### src/rtl/fu_wb_collector_pkg.sv
// Shared types and defaults for FU writeback collection, used by FU wrappers and the CDB arbiter.
package fu_wb_collector_pkg;

    localparam int unsigned DEPTH_DEF  = 4;
    localparam int unsigned TAG_W_DEF  = 5;
    localparam int unsigned DATA_W_DEF = 32;
    localparam int unsigned PTR_W_DEF  = $clog2(DEPTH_DEF);

    typedef struct packed {
        logic [TAG_W_DEF-1:0]  tag;
        logic [DATA_W_DEF-1:0] data;
    } wb_entry_t;

    // Pointer width for a power-of-two FIFO, never below one bit.
    function automatic int unsigned ptr_w(input int unsigned depth);
        return (depth > 1) ? $clog2(depth) : 1;
    endfunction

endpackage

### src/rtl/fu_wb_collector_sync_fifo.sv
// Synchronous FIFO with occupancy counter; clear empties it in one cycle, head is read from storage.
module sync_fifo
    import fu_wb_collector_pkg::*;
#(
    parameter int unsigned WIDTH = 8,
    parameter int unsigned DEPTH = 4,
    parameter int unsigned CNT_W = $clog2(DEPTH + 1)
) (
    input  logic             clk,
    input  logic             rst,
    input  logic             clear,
    input  logic             push,
    input  logic [WIDTH-1:0] push_data,
    input  logic             pop,
    output logic [WIDTH-1:0] head,
    output logic             full,
    output logic             empty,
    output logic [CNT_W-1:0] count
);

    localparam int unsigned PTR_W = ptr_w(DEPTH);

    logic [WIDTH-1:0] mem [DEPTH];
    logic [PTR_W-1:0] wr_ptr;
    logic [PTR_W-1:0] rd_ptr;
    logic             push_ok;
    logic             pop_ok;

    always_comb begin
        full    = (count == CNT_W'(DEPTH));
        empty   = (count == '0);
        push_ok = push & ~full;
        pop_ok  = pop & ~empty;
        head    = mem[rd_ptr];
    end

    always_ff @(posedge clk) begin
        if (rst) begin
            wr_ptr <= '0;
            rd_ptr <= '0;
            count  <= '0;
            for (int i = 0; i < DEPTH; i++) begin
                mem[i] <= '0;
            end
        end else if (clear) begin
            wr_ptr <= '0;
            rd_ptr <= '0;
            count  <= '0;
        end else begin
            if (push_ok) begin
                mem[wr_ptr] <= push_data;
                wr_ptr      <= wr_ptr + PTR_W'(1);
            end
            if (pop_ok) begin
                rd_ptr <= rd_ptr + PTR_W'(1);
            end
            count <= count + CNT_W'(push_ok) - CNT_W'(pop_ok);
        end
    end

endmodule

### src/rtl/fu_wb_collector.sv
// Issue/writeback collector for one in-order multi-cycle FU: credits, tag pairing, result buffering.
// Optional FU_WB_BYPASS_EN forwards a finishing result straight to writeback when the buffer is empty.
module fu_wb_collector
    import fu_wb_collector_pkg::*;
#(
    parameter int unsigned DEPTH  = DEPTH_DEF,
    parameter int unsigned TAG_W  = TAG_W_DEF,
    parameter int unsigned DATA_W = DATA_W_DEF
) (
    input  logic              clk,
    input  logic              rst,
    input  logic              issue_valid,
    input  logic [TAG_W-1:0]  issue_tag,
    output logic              issue_ready,
    output logic              fu_en,
    input  logic              fu_finish,
    input  logic [DATA_W-1:0] fu_res,
    output logic              wb_valid,
    output logic [TAG_W-1:0]  wb_tag,
    output logic [DATA_W-1:0] wb_data,
    input  logic              wb_ready,
    input  logic              flush,
    output logic              proto_err
);

    localparam int unsigned CNT_W = $clog2(DEPTH + 1);
    localparam int unsigned ENT_W = TAG_W + DATA_W;

    logic [CNT_W-1:0] count;
    logic [CNT_W-1:0] drop_cnt;

    logic [TAG_W-1:0] tag_head;
    logic             tag_full;
    logic             tag_empty;
    logic [CNT_W-1:0] tag_count;
    logic             tag_pop;

    logic [ENT_W-1:0] res_head;
    logic             res_full;
    logic             res_empty;
    logic [CNT_W-1:0] res_count;
    logic             res_push;
    logic             res_pop;

    logic             drop_any;
    logic             fin_match;
    logic             fin_orphan;
    logic             bypass;
    logic             pop;
    logic [CNT_W-1:0] flush_drops;

    // Completion classification, credit and writeback selection.
    always_comb begin
        issue_ready = (count < CNT_W'(DEPTH)) & ~tag_full & ~flush;
        fu_en       = issue_valid & issue_ready;

        drop_any   = fu_finish & (drop_cnt != '0);
        fin_match  = fu_finish & ~drop_any & ~tag_empty;
        fin_orphan = fu_finish & (drop_cnt == '0) & tag_empty;

`ifdef FU_WB_BYPASS_EN
        bypass = fin_match & res_empty & ~flush;
`else
        bypass = 1'b0;
`endif

        wb_valid = ~res_empty | bypass;
        if (bypass) begin
            wb_tag  = tag_head;
            wb_data = fu_res;
        end else begin
            wb_tag  = res_head[ENT_W-1:DATA_W];
            wb_data = res_head[DATA_W-1:0];
        end

        pop      = wb_valid & wb_ready & ~flush;
        res_pop  = pop & ~bypass;
        res_push = fin_match & ~(bypass & wb_ready) & ~res_full;
        tag_pop  = fin_match;

        // A finish landing in the flush cycle retires one of the results still owed by the FU.
        flush_drops = drop_cnt + tag_count
                    - CNT_W'(fu_finish & ((drop_cnt != '0) | ~tag_empty));
    end

    always_ff @(posedge clk) begin
        if (rst) begin
            count     <= '0;
            drop_cnt  <= '0;
            proto_err <= 1'b0;
        end else begin
            if (fin_orphan) begin
                proto_err <= 1'b1;
            end
            if (flush) begin
                count    <= flush_drops;
                drop_cnt <= flush_drops;
            end else begin
                count    <= count + CNT_W'(fu_en) - CNT_W'(drop_any) - CNT_W'(pop);
                drop_cnt <= drop_cnt - CNT_W'(drop_any);
            end
        end
    end

    // Every credit is owned by exactly one of: an in-flight tag, a buffered result, a pending drop.
    always_ff @(posedge clk) begin
        if (!rst) begin
            assert (count == tag_count + res_count + drop_cnt)
                else $error("credit accounting out of step");
        end
    end

    sync_fifo #(
        .WIDTH (TAG_W),
        .DEPTH (DEPTH)
    ) u_tag_fifo (
        .clk       (clk),
        .rst       (rst),
        .clear     (flush),
        .push      (fu_en),
        .push_data (issue_tag),
        .pop       (tag_pop),
        .head      (tag_head),
        .full      (tag_full),
        .empty     (tag_empty),
        .count     (tag_count)
    );

    sync_fifo #(
        .WIDTH (ENT_W),
        .DEPTH (DEPTH)
    ) u_res_fifo (
        .clk       (clk),
        .rst       (rst),
        .clear     (flush),
        .push      (res_push),
        .push_data ({tag_head, fu_res}),
        .pop       (res_pop),
        .head      (res_head),
        .full      (res_full),
        .empty     (res_empty),
        .count     (res_count)
    );

endmodule

### config.mk
export PLATFORM = sky130hd
export DESIGN_NAME = fu_wb_collector
export DESIGN_NICKNAME = d
export VERILOG_FILES = /design/src/rtl/fu_wb_collector_pkg.sv /design/src/rtl/fu_wb_collector_sync_fifo.sv /design/src/rtl/fu_wb_collector.sv
export SDC_FILE = /design/constraint.sdc
export NUM_CORES = 1
export LEC_CHECK = 0
export CAP_MARGIN = 30
export CORE_MARGIN = 4
export CORE_UTILIZATION = 52
export DETAILED_ROUTE_END_ITERATION = 8
export HOLD_SLACK_MARGIN = 0.03
export PLACE_DENSITY = 0.76
export SYNTH_ARGS = -nofsm -noshare
export SYNTH_HDL_FRONTEND = slang
export SYNTH_SLANG_ARGS = --single-unit
### constraint.sdc
create_clock -name clk -period 5.8 [get_ports clk]
set_clock_uncertainty 0.15 [all_clocks]
set_input_delay 1.16 -clock clk [delete_from_list [all_inputs] [get_ports clk]]
set_output_delay 1.16 -clock clk [all_outputs]
set_load 0.03 [all_outputs]
# ---- After elaboration in Yosys (flattened, before gate mapping)
# Memories as Yosys holds them, arrays and structs flattened. A register that Yosys moved wholly into a read port is not among the register bits.
# Cells that the tools add are included.
dict set report classes {
  n_addsub 14
  n_mul 0
  div 0
  n_lt_le_gt_ge 1
  eq_ne 2
  shift 0
  mux 22
  bitwise 24
  reduce_logical 7
}
# operator n
set ops {}
lappend ops {{37-bit two-way mux} 1}
lappend ops {{37-bit OR reduction} 1}
lappend ops {{1-bit bitwise AND} 15}
lappend ops {{3-bit by 1-bit subtractor with 3-bit output} 5}
lappend ops {{1-bit two-way mux} 12}
lappend ops {{2-bit two-way mux} 6}
lappend ops {{3-bit by 1-bit adder with 3-bit output} 3}
lappend ops {{3-bit logical NOT} 3}
lappend ops {{2-bit by 1-bit adder with 2-bit output (second input constant)} 4}
lappend ops {{3-bit == test (second input constant)} 2}
lappend ops {{3-bit two-way mux} 2}
lappend ops {{1-bit NOT} 6}
lappend ops {{5-bit two-way mux} 1}
lappend ops {{5-bit OR reduction} 1}
lappend ops {{3-bit adder} 1}
lappend ops {{1-bit by 3-bit bitwise AND with 3-bit output} 1}
lappend ops {{3-bit less-than comparator (second input constant)} 1}
lappend ops {{1-bit NOT with 3-bit output} 1}
lappend ops {{1-bit by 3-bit OR with 3-bit output} 1}
lappend ops {{3-bit nonzero test} 1}
lappend ops {{3-bit subtractor} 1}
lappend ops {{2-bit OR reduction} 1}
dict set report totals {
  register_bits 21
  latch_bits 0
  ramBits 168
  rom_bits 0
  inputBits 43
  output_inout_bits 41
  word_cells 81
  mem_count 2
}
# name words width read_ports rd_clocked_by_memory_dff wr line
set mem_list {}
lappend mem_list {u_res_fifo.mem 4 37 1 1 4 fu_wb_collector_sync_fifo.sv:23} ;# logic [WIDTH-1:0] mem [DEPTH];
lappend mem_list {u_tag_fifo.mem 4 5 1 1 4 fu_wb_collector_sync_fifo.sv:23}

# ---- Depth between registers and ports, before layout
dict set report depth {
  word_depth 13
  mapped_depth 12
  ltp_nobuf 11
}

# ---- Hierarchy
# From an unflattened synthesis, not the netlist that was laid out.
dict set report unflattened {
  hier_cells 568
  area_unflattened_um2 8714.6
}
# module instances cells_each area_per_inst_um2 seq_area_each_um2
set by_module_without_submodules {}
lappend by_module_without_submodules {{sync_fifo at u_res_fifo} 1 408 6842.8 4624.4}
lappend by_module_without_submodules {{sync_fifo at u_tag_fifo} 1 97 1336.3 780.7}
lappend by_module_without_submodules {fu_wb_collector 1 63 535.5 140.1}

# ---- Worst setup path after synthesis
# Ideal clock, no wire load.
dict set report synth_path {
  path_kind {input port to flip-flop}
  start {in fu_finish}
  end {mem u_res_fifo.mem[0][0] in the netlist's numbering, enable pin}
  setup_ns 0.483
  arrival_time_ns 5.224
  required_ns 5.167
  slack_ns -0.057
  cell_stages 6
  n_path_buf 3
  path_cell_list {or4b_1 > buf_2 > or4_1 > buf_2 > clkbuf_1 > o21ai_0}
}
# element line
set synth_rtl {}
lappend synth_rtl {{start, declared} fu_wb_collector.sv:16} ;# input logic fu_finish,
lappend synth_rtl {{end, declared} fu_wb_collector_sync_fifo.sv:23}

# ---- Worst setup path in the final report
dict set report layout_path {
  start {in flush}
  end {out fu_en}
}
dict set report layout_via {
  elab_chain_len 3
}
# element line
set layout_lines {}
lappend layout_lines {{start, declared} fu_wb_collector.sv:22} ;# input logic flush,
lappend layout_lines {{1-bit NOT} fu_wb_collector.sv:54} ;# issue_ready = (count < CNT_W'(DEPTH)) & ~tag_full & ~flush;
lappend layout_lines {{1-bit bitwise AND} fu_wb_collector.sv:54}
lappend layout_lines {{1-bit bitwise AND} fu_wb_collector.sv:55} ;# fu_en = issue_valid & issue_ready;
lappend layout_lines {{end, declared} fu_wb_collector.sv:15} ;# output logic fu_en,
# Every way passes these cells.

==> impl_metrics.py <==
metrics = {
    "placement": {
        "placed_cells": 904,
        "hpwl_um": 11100,
        "gp_congestion": 0.790,
        "dpl_worst_slack_ps": 1220,
        "io_buffer_count": 83,
    },
    "route": {
        "first_pass_iters": 5,
        "drt_iter0_drc": 319,
        "vias": 5204,
        "wl_per_cell_um": 18.8,
        "wl_um": 17600,
        "ant_nets": 0,
        "vias_per_cell": 5.57,
        "drc": 0,
    },
    "clocking": {
        "cts_resized": 0,
        "path_clk_slew_ps": 70,
        "cts_sinks": 193,
        "numCtsBuffers": 17,
        "clock_path_buffers": 2,
        "cts_tree": "done",
        "clk_latency_ps": 420,
        "cts_root_buf": "clkbuf_16",
        "ctsHoldBuffers": 0,
        "ctsHtreeMaxLevel": 4,
        "post_cts_buffers": 0,
    },
    "setup_path": {
        "cp.required_ps": 4490,
        "critPathTopFamily": "buffers and inverters",
        "cp_common_cell": "clkdlybuf4s50_1",
        "slowest_delay_ps": 710,
        "crit_fanout": 21,
        "crit_slowest_cell": "clkdlybuf4s50_1",
        "regToRegSetupSlack_ps": 2450,
        "path_class": "in2out",
        "cp_data_arrival_time_ps": 3250,
        "cp-start-kind": "primary input",
        "path_cells": "clkdlybuf4s50_1 -> buf_4 -> nor2_1 -> nand3_1 -> inv_1 -> clkdlybuf4s50_1",
        "cp-end-kind": "output pin",
        "critical_path_buf_inv_count": 4,
    },
    "worst_hold_path": {
        "hold_class": "reg2reg",
    },
    "yosys": {
        "post_synth.cell_area_avg_sq_um": 14.0,
        "synthMuxAreaShare_pct": 11.8,
        "synth_cells": 636,
        "syn_area_sq_mm": 0.00893,
        "synth_compound_area_share_pct": 1.58,
        "ys_ff_latch": 193,
        "ys_types": 37,
        "ys_seq_area_share_pct": 62.1,
        "synth_fa_ha_area_share_pct": 2.58,
        "syn_nets": 695,
        "synth_top_family_by_area": "simple AND/OR/NAND/NOR gates",
        "synthXorXnorAreaFrac_pct": 0.785,
        "yosysWarnings": 0,
        "synth-simple-area-share_pct": 16.2,
    },
    "global_routing": {
        "grtUsageTotal_pct": 18.8,
        "grt_max_degree": 108,
        "grt_pass1_wl_um": 28600,
        "antenna_found_initial": 0,
        "grt_overflow": 0,
        "grt_pass1_vias": 5482,
    },
    "floorplanning": {
        "dieWidth_um": 139,
        "core_area_sq_mm": 0.0167,
        "io_pins": 84,
        "initial_core_util_pct": 53.5,
        "die_h_um": 139,
        "core.rowCount": 47,
        "die-area_sq_mm": 0.0193,
    },
    "power": {
        "p_leak_uw": 0.00357,
        "p_clk_share_pct": 35.4,
        "intPower_uw": 2400,
        "swShare_pct": 24.8,
        "switchingPower_uw": 790,
        "pwr_density_cell_mw_per_mm2": 303,
        "ir_drop_v": 0.000215,
        "power_frac_comb_pct": 14.0,
        "pwr-share-seq_pct": 50.6,
    },
    "timing": {
        "rsz0062_at_grt": "no",
        "slew_headroom_pct": 32.1,
        "max_slew.worst_pin.slew_ps": 1020,
        "fin_setup_tns_ps": 0,
        "fin_ws_ps": 1240,
        "maxClockFrequency_ghz": 0.219,
        "report.final.slew_viol_count": 0,
        "post-route-period-util_pct": 78.6,
        "finalSetupViolations": 0,
        "hold_violations": 0,
        "finalCriticalPeriod_ps": 4560,
    },
    "finish": {
        "fin_cells": 935,
        "antennaDiodeCount": 0,
        "mostFrequentLayoutCells": "edfxtp_1, clkdlybuf4s50_1, nor2_1, nor3_2, inv_1",
        "syn_to_final_growth_pct": 17.9,
        "nNetsFinal": 762,
        "drive_gt1_share_pct": 22.1,
        "layout_commonest_cell": "edfxtp_1",
    },
    "outcome": {
        "status": "complete, no violations",
    },
    "flow_run": {
        "maxCapViolations": 0,
    },
}
[cells by family (layout without fill, tap and decap cells)]
kind of cell,count (synthesis),in the layout
DFF,193,193
buffers and inverters,101,180
adders and majority gates,16,16
xor gates and xnor gates,8,8
muxes,58,58
AOI/OAI and AO/OA,24,24
and+or+nand+nor,236,236
[worst paths after layout]
check,end,from,depth (start not counted)
worst max-delay path,fu_en,flush,6
worst min-delay path,flop,u_tag_fifo.rd_ptr[1],2
worst max register to register,u_res_fifo.mem[2][15],drop_cnt[2],4
worst min register to register,flop,u_tag_fifo.rd_ptr[1],2
[synthesized netlist by cell type]
library cell	instances	area (sq um)
nor4b_1	1	8.76
mux2i_1	16	160
ha_1	12	150
o21ai_0	6	30.0
or2_2	3	18.8
nand3_1	2	10.0
fa_1	4	80.1
a21boi_0	1	7.51
nor3_1	54	270
nor3b_1	2	15.0
nor2_1	72	270
nor2b_1	3	18.8
or3_1	3	18.8
mux4_2	37	833
buf_6	8	90.1
nand4_1	2	12.5
or4_1	4	30.0
buf_2	6	30.0
or4b_2	1	10.0
xnor2_1	6	52.6
and2_1	4	25.0
buf_1	6	22.5
clkbuf_1	25	93.8
xor2_1	2	17.5
nor3_2	63	631
nand2b_1	5	31.3
inv_1	56	210
o22ai_1	1	6.26
edfxtp_1	168	5040
mux2_2	5	56.3
dfxtp_1	25	500
or3b_2	1	8.76
o21a_1	3	22.5
a21oi_1	9	45.0
nand2_1	15	56.3
or4b_1	1	10.0
o31ai_1	4	30.0
[power groups by stage]
stage | Clock, uW | Combinational, uW | Sequential (uW)
global placement | 0 | 435 | 1640
CTS | 1150 | 454 | 1620
floorplan | 0 | 301 | 1640
global route | 1210 | 493 | 1620
finish | 1130 | 446 | 1610
detailed placement | 0 | 449 | 1650
[sequential cells by signal, indices dropped and copies added (netlist names), named ones only]
signal             flops
u_res_fifo.mem       148
u_tag_fifo.mem        20
count                  3
drop_cnt               3
u_res_fifo.count       3
u_tag_fifo.count       3
u_res_fifo.rd_ptr      2
u_res_fifo.wr_ptr      2
u_tag_fifo.rd_ptr      2
u_tag_fifo.wr_ptr      2
proto_err              1
[through the flow]
stage	instance area [sq um]	util [%]	total power, uW	hold slack [ps]
floorplan	8930	-	1940	303
global placement	9960	59.6	2070	307
detailed placement	9960	59.6	2090	326
CTS	10500	63.0	3220	337
global route	10500	63.0	3320	359
finish	10500	63.0	3190	336
[final cells by class]
cell class / count / area (sq um)
Inverter: 56 / 210
Clock inverter: 13 / 138
Multi-Input combinational cell: 342 / 2990
Fill cell: 1249 / 6180
Sequential cell: 193 / 5550
Clock buffer: 18 / 429
Timing Repair Buffer: 93 / 931
Tap cell: 220 / 275
[worst reg2reg max path, stage by stage (launching register included)]
cell     delay, ps
dfxtp_1        370
or4b_1         680
or4_4          860
o21ai_4        500
buf_4          450
[layer usage]
layer	share of wire, %	GRT usage [%]	vias to the layer above
met1	40	23.6	2592
li1	-	-	2451
met5	0	0	-
met2	53	32.4	147
met3	6.1	4.31	14
met4	0.89	6.49	0
Note: power is estimated with default switching activity, not from simulation.
